**config.mk**
```make
export PLATFORM = sky130hd
export DESIGN_NAME = branch_resolve_ctrl
export DESIGN_NICKNAME = d
export VERILOG_FILES = /design/src/rtl/riscv_pkg.sv /design/src/rtl/branch_resolve_ctrl_bht.sv /design/src/rtl/branch_resolve_ctrl.sv
export SDC_FILE = /design/constraint.sdc
export NUM_CORES = 1
export LEC_CHECK = 0
export CAP_MARGIN = 40
export CORE_MARGIN = 3
export CORE_UTILIZATION = 53
export DETAILED_ROUTE_END_ITERATION = 8
export DONT_BUFFER_PORTS = 1
export PLACE_DENSITY_LB_ADDON = 0.15
export SLEW_MARGIN = 20
export SYNTH_ARGS = -nofsm -noshare
export SYNTH_HDL_FRONTEND = slang
export SYNTH_SLANG_ARGS = --single-unit
```
**constraint.sdc**
```tcl
create_clock -name i_clk -period 3.2 [get_ports i_clk]
set_input_delay 0.16 -clock i_clk [delete_from_list [all_inputs] [get_ports i_clk]]
set_output_delay 0.16 -clock i_clk [all_outputs]
set_load 0.005 [all_outputs]
```
**src/rtl/riscv_pkg.sv**
```systemverilog
// Shared definitions for the EX-stage branch resolution logic.
//   - B-type funct3 encodings
//   - resolve FSM state type
//   - 2-bit saturating predictor counter type, reset value and update helper
package riscv_pkg;

    localparam logic [2:0] F3_BEQ  = 3'b000;
    localparam logic [2:0] F3_BNE  = 3'b001;
    localparam logic [2:0] F3_BLT  = 3'b100;
    localparam logic [2:0] F3_BGE  = 3'b101;
    localparam logic [2:0] F3_BLTU = 3'b110;
    localparam logic [2:0] F3_BGEU = 3'b111;

    typedef enum logic {
        IDLE  = 1'b0,
        FLUSH = 1'b1
    } state_t;

    typedef logic [1:0] ctr2_t;

    // Weakly not taken: predictor MSB reads 0 out of reset.
    localparam ctr2_t WNT = 2'b01;

    // Saturating step of a 2-bit predictor counter.
    function automatic ctr2_t ctr2_step(input ctr2_t ctr, input logic taken);
        ctr2_t res;
        res = ctr;
        if (taken && ctr != 2'b11) begin
            res = ctr + 2'd1;
        end else if (!taken && ctr != 2'b00) begin
            res = ctr - 2'd1;
        end
        return res;
    endfunction

endpackage

```
**src/rtl/branch_resolve_ctrl_bht.sv**
```systemverilog
// bht_2bit: branch history table of 2-bit saturating counters.
//   clk, rst_n  : clock, asynchronous active-low reset (all entries -> WNT)
//   rd_idx      : combinational lookup index
//   rd_ctr      : counter value at rd_idx (pre-update value on a same-cycle write)
//   upd_en      : apply a saturating update this cycle
//   upd_idx     : entry to update
//   upd_taken   : direction of the update (1 = increment, 0 = decrement)
module bht_2bit
    import riscv_pkg::*;
#(
    parameter int IDX_W = 4
) (
    input  logic             clk,
    input  logic             rst_n,
    input  logic [IDX_W-1:0] rd_idx,
    output ctr2_t            rd_ctr,
    input  logic             upd_en,
    input  logic [IDX_W-1:0] upd_idx,
    input  logic             upd_taken
);

    localparam int ENTRIES = 1 << IDX_W;

    ctr2_t ctr_reg [ENTRIES];

    // One register per entry so every counter resets asynchronously to WNT.
    generate
        for (genvar gi = 0; gi < ENTRIES; gi++) begin : g_entry
            always_ff @(posedge clk or negedge rst_n) begin
                if (!rst_n) begin
                    ctr_reg[gi] <= WNT;
                end else if (upd_en && upd_idx == IDX_W'(gi)) begin
                    ctr_reg[gi] <= ctr2_step(ctr_reg[gi], upd_taken);
                end
            end
        end
    endgenerate

    // No write bypass: a same-cycle lookup sees the old value.
    assign rd_ctr = ctr_reg[rd_idx];

endmodule

```
**src/rtl/branch_resolve_ctrl.sv**
```systemverilog
// branch_resolve_ctrl: EX-stage branch/jump resolution next to the comparator.
//   i_clk, i_rst_n        : clock, asynchronous active-low reset
//   i_pc_f / o_pred_taken_f : fetch-side BHT lookup
//   i_*_e                 : EX instruction info (valid, type, funct3, prediction, PC, target)
//   i_br_less/i_br_equal  : comparator flags; o_br_un selects unsigned compare
//   i_stall               : EX hold
//   o_redirect, o_redirect_pc, o_flush_d, o_flush_e : registered one-cycle redirect
//   o_illegal_br          : valid B-type with reserved funct3
//   o_br_cnt, o_mispred_cnt : resolved transfer / mispredict counters
module branch_resolve_ctrl
    import riscv_pkg::*;
#(
    parameter int BHT_IDX_W = 4,
    parameter int CNT_W     = 32
) (
    input  logic             i_clk,
    input  logic             i_rst_n,
    input  logic [31:0]      i_pc_f,
    output logic             o_pred_taken_f,
    input  logic             i_valid_e,
    input  logic             i_is_branch_e,
    input  logic             i_is_jal_e,
    input  logic             i_is_jalr_e,
    input  logic [2:0]       i_funct3_e,
    input  logic             i_pred_taken_e,
    input  logic [31:0]      i_pc_e,
    input  logic [31:0]      i_target_e,
    input  logic             i_br_less,
    input  logic             i_br_equal,
    input  logic             i_stall,
    output logic             o_br_un,
    output logic             o_redirect,
    output logic [31:0]      o_redirect_pc,
    output logic             o_flush_d,
    output logic             o_flush_e,
    output logic             o_illegal_br,
    output logic [CNT_W-1:0] o_br_cnt,
    output logic [CNT_W-1:0] o_mispred_cnt
);

    state_t            state_reg;
    logic              redirect_reg;
    logic              flush_reg;
    logic [31:0]       redirect_pc_reg;
    logic [CNT_W-1:0]  br_cnt_reg;
    logic [CNT_W-1:0]  mispred_cnt_reg;

    logic              br_taken;
    logic              br_legal;
    logic              actual_taken;
    logic              resolve;
    logic              mispredict;
    logic              bht_upd;
    ctr2_t             pred_ctr;

    // funct3[1] distinguishes BLTU/BGEU from BLT/BGE.
    assign o_br_un = i_funct3_e[1];

    always_comb begin
        br_taken = 1'b0;
        br_legal = 1'b1;
        case (i_funct3_e)
            F3_BEQ:  br_taken = i_br_equal;
            F3_BNE:  br_taken = !i_br_equal;
            F3_BLT:  br_taken = i_br_less;
            F3_BGE:  br_taken = !i_br_less;
            F3_BLTU: br_taken = i_br_less;
            F3_BGEU: br_taken = !i_br_less;
            default: br_legal = 1'b0;
        endcase
    end

    assign o_illegal_br = i_valid_e && i_is_branch_e && !br_legal;

    assign actual_taken = i_is_jal_e || i_is_jalr_e || (i_is_branch_e && br_taken);

    // Instructions reaching EX during FLUSH are being killed, hence the IDLE qualifier.
    assign resolve = i_valid_e && !i_stall && (state_reg == IDLE) &&
                     (i_is_branch_e || i_is_jal_e || i_is_jalr_e);

    // JALR has no target prediction, so it always redirects.
    assign mispredict = resolve && ((actual_taken != i_pred_taken_e) || i_is_jalr_e);

    assign bht_upd = resolve && i_is_branch_e && br_legal && !i_is_jal_e && !i_is_jalr_e;

    bht_2bit #(
        .IDX_W(BHT_IDX_W)
    ) u_bht (
        .clk       (i_clk),
        .rst_n     (i_rst_n),
        .rd_idx    (i_pc_f[BHT_IDX_W+1:2]),
        .rd_ctr    (pred_ctr),
        .upd_en    (bht_upd),
        .upd_idx   (i_pc_e[BHT_IDX_W+1:2]),
        .upd_taken (actual_taken)
    );

    assign o_pred_taken_f = pred_ctr[1];

    always_ff @(posedge i_clk or negedge i_rst_n) begin
        if (!i_rst_n) begin
            state_reg       <= IDLE;
            redirect_reg    <= 1'b0;
            flush_reg       <= 1'b0;
            redirect_pc_reg <= '0;
            br_cnt_reg      <= '0;
            mispred_cnt_reg <= '0;
        end else begin
            case (state_reg)
                IDLE: begin
                    if (mispredict) begin
                        state_reg       <= FLUSH;
                        redirect_reg    <= 1'b1;
                        flush_reg       <= 1'b1;
                        redirect_pc_reg <= actual_taken ? i_target_e : (i_pc_e + 32'd4);
                    end
                end
                // Leaves FLUSH unconditionally, stall or not, so the redirect is never lost.
                FLUSH: begin
                    state_reg    <= IDLE;
                    redirect_reg <= 1'b0;
                    flush_reg    <= 1'b0;
                end
                default: begin
                    state_reg    <= IDLE;
                    redirect_reg <= 1'b0;
                    flush_reg    <= 1'b0;
                end
            endcase
            if (resolve) begin
                br_cnt_reg <= br_cnt_reg + 1'b1;
            end
            if (mispredict) begin
                mispred_cnt_reg <= mispred_cnt_reg + 1'b1;
            end
        end
    end

    assign o_redirect    = redirect_reg;
    assign o_flush_d     = flush_reg;
    assign o_flush_e     = flush_reg;
    assign o_redirect_pc = redirect_pc_reg;
    assign o_br_cnt      = br_cnt_reg;
    assign o_mispred_cnt = mispred_cnt_reg;

    // Only the index bits of the fetch PC select a BHT entry.
    logic unused_pc_f_bits;
    assign unused_pc_f_bits = ^{i_pc_f[31:BHT_IDX_W+2], i_pc_f[1:0]};

endmodule

```
Word-level counts from Yosys, hierarchy flattened
Cells that the tools add are included.
- $add $sub $neg: 35
- magnitude comparators: 1
- equality and inequality tests: 38
- muxes and demuxes: 42
- bitwise logic cells: 2
- reductions and logical operators: 125
- operators by type and width (operator ; number):
    $mux 2 ; 34
    $add 32x1->32 const B ; 2
    $reduce_bool 2->1 ; 32
    $logic_and 1x1->1 ; 59
    $ne 2x2->1 const B ; 17
    $reduce_and 2->1 ; 17
    $add 2x1->2 const B ; 16
    $add 32x3->32 const B ; 1
    $eq 4x4->1 const B ; 8
    $mux 32 ; 1
    $sub 2x1->2 const B ; 16
    $eq 4x3->1 const B ; 4
    $eq 3x3->1 const B ; 4
    $bmux 2 s4 ; 1
    $eq 4x2->1 const B ; 2
    $logic_not 1->1 ; 7
    $reduce_or 6->1 ; 1
    $ge 5x5->1 const B ; 1
    $logic_or 1x1->1 ; 5
    $not 4->5 ; 1
    $eq 4x1->1 const B ; 1
    $logic_not 4->1 ; 1
    $pmux 1 s2 ; 2
    $pmux 1 s4 ; 1
    other kinds (6) ; 9
- register bits: 130
- input port bits: 109

Longest topological paths before layout
- depth after elaboration: 10
- depth in mapped cells: 8

By module
A second synthesis with hierarchy kept.
- cell total of the unflattened synthesis: 796
- area total of the unflattened synthesis: 7666.1 sq um
- by module, submodules not included (module ; times used ; cells an instance ; area each (sq um) ; seq. area each (sq um)):
    branch_resolve_ctrl ; 1 ; 563 ; 5457.7 ; 2452.4
    bht_2bit ; 1 ; 233 ; 2208.4 ; 820.8

Worst setup path before layout
No wires, ideal clock.
- path type: register to register
- start: register state_reg
- end: register mispred_cnt_reg[24], in the netlist o_mispred_cnt[24]
- library setup time: 0.079 ns
- data arrival time: 2.131 ns
- setup slack: 0.990 ns
- stages on the path, launching flop included: 8
- path buffers: 2
- clock period less this slack: 2.210 ns
- cells stage by stage: dfrtp_1 > or3b_4 > or2_1 > buf_6 > or4_4 > buf_6 > nor4b_4 > xor2_1
- cells in the longest elaborated chain, start to end: 4
- RTL lines (what ; RTL line ; text):
    from (decl) ; branch_resolve_ctrl.sv:41 ; state_t state_reg;
    from (signal assigned) ; branch_resolve_ctrl.sv:102 ; state_reg <= IDLE;
    from (signal assigned) ; branch_resolve_ctrl.sv:112 ; state_reg <= FLUSH;
    from (signal assigned) ; branch_resolve_ctrl.sv:120 ; state_reg <= IDLE;
    $not 1->1 (no line) ; n/a ;
    $logic_and 1x1->1 (2 in a row) ; branch_resolve_ctrl.sv:78 ; assign resolve = i_valid_e && !i_stall && (state_reg == IDLE) &&
    $logic_and 1x1->1 ; branch_resolve_ctrl.sv:82 ; assign mispredict = resolve && ((actual_taken != i_pred_taken_e) || i_is_jalr_e);
    to (signal assigned) ; branch_resolve_ctrl.sv:134 ; mispred_cnt_reg <= mispred_cnt_reg + 1'b1;
    to (decl) ; branch_resolve_ctrl.sv:46 ; logic [CNT_W-1:0] mispred_cnt_reg;
No other way between the ends.
A chain may end at the register's enable or synchronous reset.

Worst setup path in the final report
Ends and elaborated chain as after synthesis.

==> summary.md <==
| Metric | Value |
|---|---|
| Status | finished clean |
| Fill count | 1059 |
| Finish-stage setup viols | 0 |
| Area grow syn2layout | 14.46% |
| RSZ-0062 raised after global routing | false |
| Boundary Pins | 211 |
| Clock Path Buffers | 2 |
| Non-filler cells, final | 934 |
| Clock transition at the registers of the reported paths | 50 ps |
| Largest net degree at the start of global routing | 131 |
| Gr busiest metal | met2 |
| Horiz. Die Dim | 122.5 um |
| CTS H-tree depth | 4 |
| Min cycle time layout | 2263 ps |
| Max FO, Critical Path | 9 |
| Final period util | 0.7072 |
| Crit path launch type | flip-flop |
| Root Buffer | clkbuf_16 |
| Number of synthesized flops with an enable pin | 0 |
| Core Area | 12930 um2 |
| Post-DRT Antenna Nets | 0 |
| Power density cells | 546.4 nW/um2 |
| Initial DRC Count | 635 |
| Synth async-reset ratio | 1.000 |
| Max-cap violations | 0 |
| Worst Path Arrival | 2600 ps |
| M2 GR Usage | 0.4277 |
| # DRC | 0 |
| Largest area contributor in the netlist | dfrtp_1 |
| Hold Crit Class | in -> reg |
| CTS tree | built |
| Top FF cell, synth | dfrtp_1 |
| Storage cell area | 3273 um2 |
| Footprint of the multi-input gates | 3659 um2 |
| Top cells by area in the synthesized netlist | dfrtp_1, xor2_1, dfstp_2, o21ai_0, mux2i_1 |
| Initial antenna violation count | 0 |
| First-pass GRT wire length | 30.60 mm |
| Sequential area share after synthesis | 0.4554 |
| Vias | 5857 |
| Worst Hold Slack | 23.03 ps |
| Worst-Margin Slew | 660.4 ps |
| #FFs+latches synth | 130 |
| Clock latency on the worst-skew pair | 420 ps |
| Critical path required time | 3540 ps |
| GRT met3 Usage | 0.09032 |
| Final Hold Viols | 0 |
| Max Clock Skew | 7.324 ps |
| Initial Utilization | 0.5560 |
| TritonCTS Buffers | 17 |
| Post-synth top cells | dfrtp_1, o21ai_0, xor2_1 |
| Area fraction of the dominant cell type after synthesis | 0.3969 |
| GR Layer Usage met1 | 0.3034 |
| Cells after Synth | 731 |
| Placed insts | 870 |
| Share of cells above drive strength 1 | 0.1063 |
| Final instance area | 8228 um2 |
| Total Neg Setup Slack | 0 ps |
| Synthesized area | 7188 um2 |
| Leak | 0.003565 uW |
| Post-cts resize count | 0 |
| Most common cell in the netlist | dfrtp_1 |
| Sink Count | 130 |
| Routed WL | 18.80 mm |
| Peak VDD IR | 0.0003788 V |
| Total number of yosys warnings | 0 |
| Yosys cell types | 52 |
| Post-synth net total | 846 |
| Vias per std cell | 6.271 |
| WS Path Type | reg -> reg |
| Initial DRT Pass Iterations | 5 |
| Post-CTS Setup Inserts | 0 |
| Total power | 4495 uW |
| Number of global-route vias before repair | 5931 |
| Die Y | 122.5 um |
| GR Overflow Total | 0 |
| GRT Resource Usage Total | 0.2602 |
| Post-DP Area | 7306 um2 |
| Fin nets | 865 |
| Average cell area after synthesis | 9.833 um2 |
| Diodes inserted | 0 |
| Slew HR | 0.5598 |
| Die area | 15000 um2 |
| WL/cell | 20.12 um |
| I/O Buffers | 0 |
| Max Clk Rate | 441.9 MHz |
| Routability cong. | 0.8121 |
| CP Capture Type | flip-flop |
| Slew Viols, Final | 0 |
| Detailed Place HPWL | 12.73 mm |
| Core Rows | 41 |
## path summary, 6_finish.rpt
kind / cells after the start / start / endpoint / slack, ps
max in group asynchronous: 2 / i_rst_n / u_bht.ctr_reg[9] / 2340
hold / removal: 3 / i_pc_e[9] / o_redirect_pc[9] / 20
setup / recovery: 5 / state_reg / o_mispred_cnt[24] / 940
hold reg to reg: 1 / u_bht.ctr_reg[8] / u_bht.ctr_reg[8] / 480
min in group asynchronous: 2 / i_rst_n / o_mispred_cnt[26] / 390
setup reg to reg: 5 / state_reg / o_mispred_cnt[24] / 940
## cell usage in the layout (no fill, tap or decap), types with 27 or more instances in the layout
cell type and count:
dlygate4sd3_1 32, o21ai_0 76, nand2_1 40, xnor2_1 30, mux2i_1 30, nor2_1 27, dfrtp_1 114, xor2_1 49
nor3_1 33, nand3_1 43
## what timing repair did
item                                    in CTS  in global routing
endpoints found under the hold margin      159                  0
endpoints found under the setup margin       0                  0
hold buffers                                33                  0
## logic make-up after synthesis
group                    Yosys count  synth area share
AND/OR/NAND/NOR                  249            0.1948
AO/OA/AOI/OAI                    167            0.1455
flip-flops                       130            0.4554
XOR/XNOR                          79           0.09626
buffers and inverters             63           0.03707
multiplexers                      37           0.06057
adder cells (fa/ha/maj)            6           0.01044
## critical path, cell delays in order, from the launching register on
cell and delay [ps]:
dfrtp_1 410, or3b_4 410, or2_1 250, or4_4 620, nor4b_4 300, xor2_1 180
## routing by layer
layer	share of wire	up-vias	wire (um)
met2	0.49	267	9199
met4	0.031	0	583
li1	-	2705	-
met3	0.095	46	1786
met1	0.38	2839	7227
met5	0	-	0
## power by group
group          internal, uW  switching [uW]
Combinational           221             298
Sequential             1840             230
Clock                  1220             683
## stage by stage
stage / setup WS, ps / utilization
after floorplan: 990.0 / -
after global placement: 916.2 / 0.5651
after detailed placement: 882.3 / 0.5651
after CTS: 949.8 / 0.6365
after global routing: 844.4 / 0.6365
final: 936.9 / 0.6365
## cell type report
cell class | instances | area share
multi-input combinational | 538 | 0.4446
sequential | 130 | 0.3978
clock buffer | 26 | 0.06068
timing repair buffer | 42 | 0.05201
tap | 172 | 0.02616
inverter | 21 | 0.009580
clock inverter | 5 | 0.009124
Power figures use the tool's default switching activity.
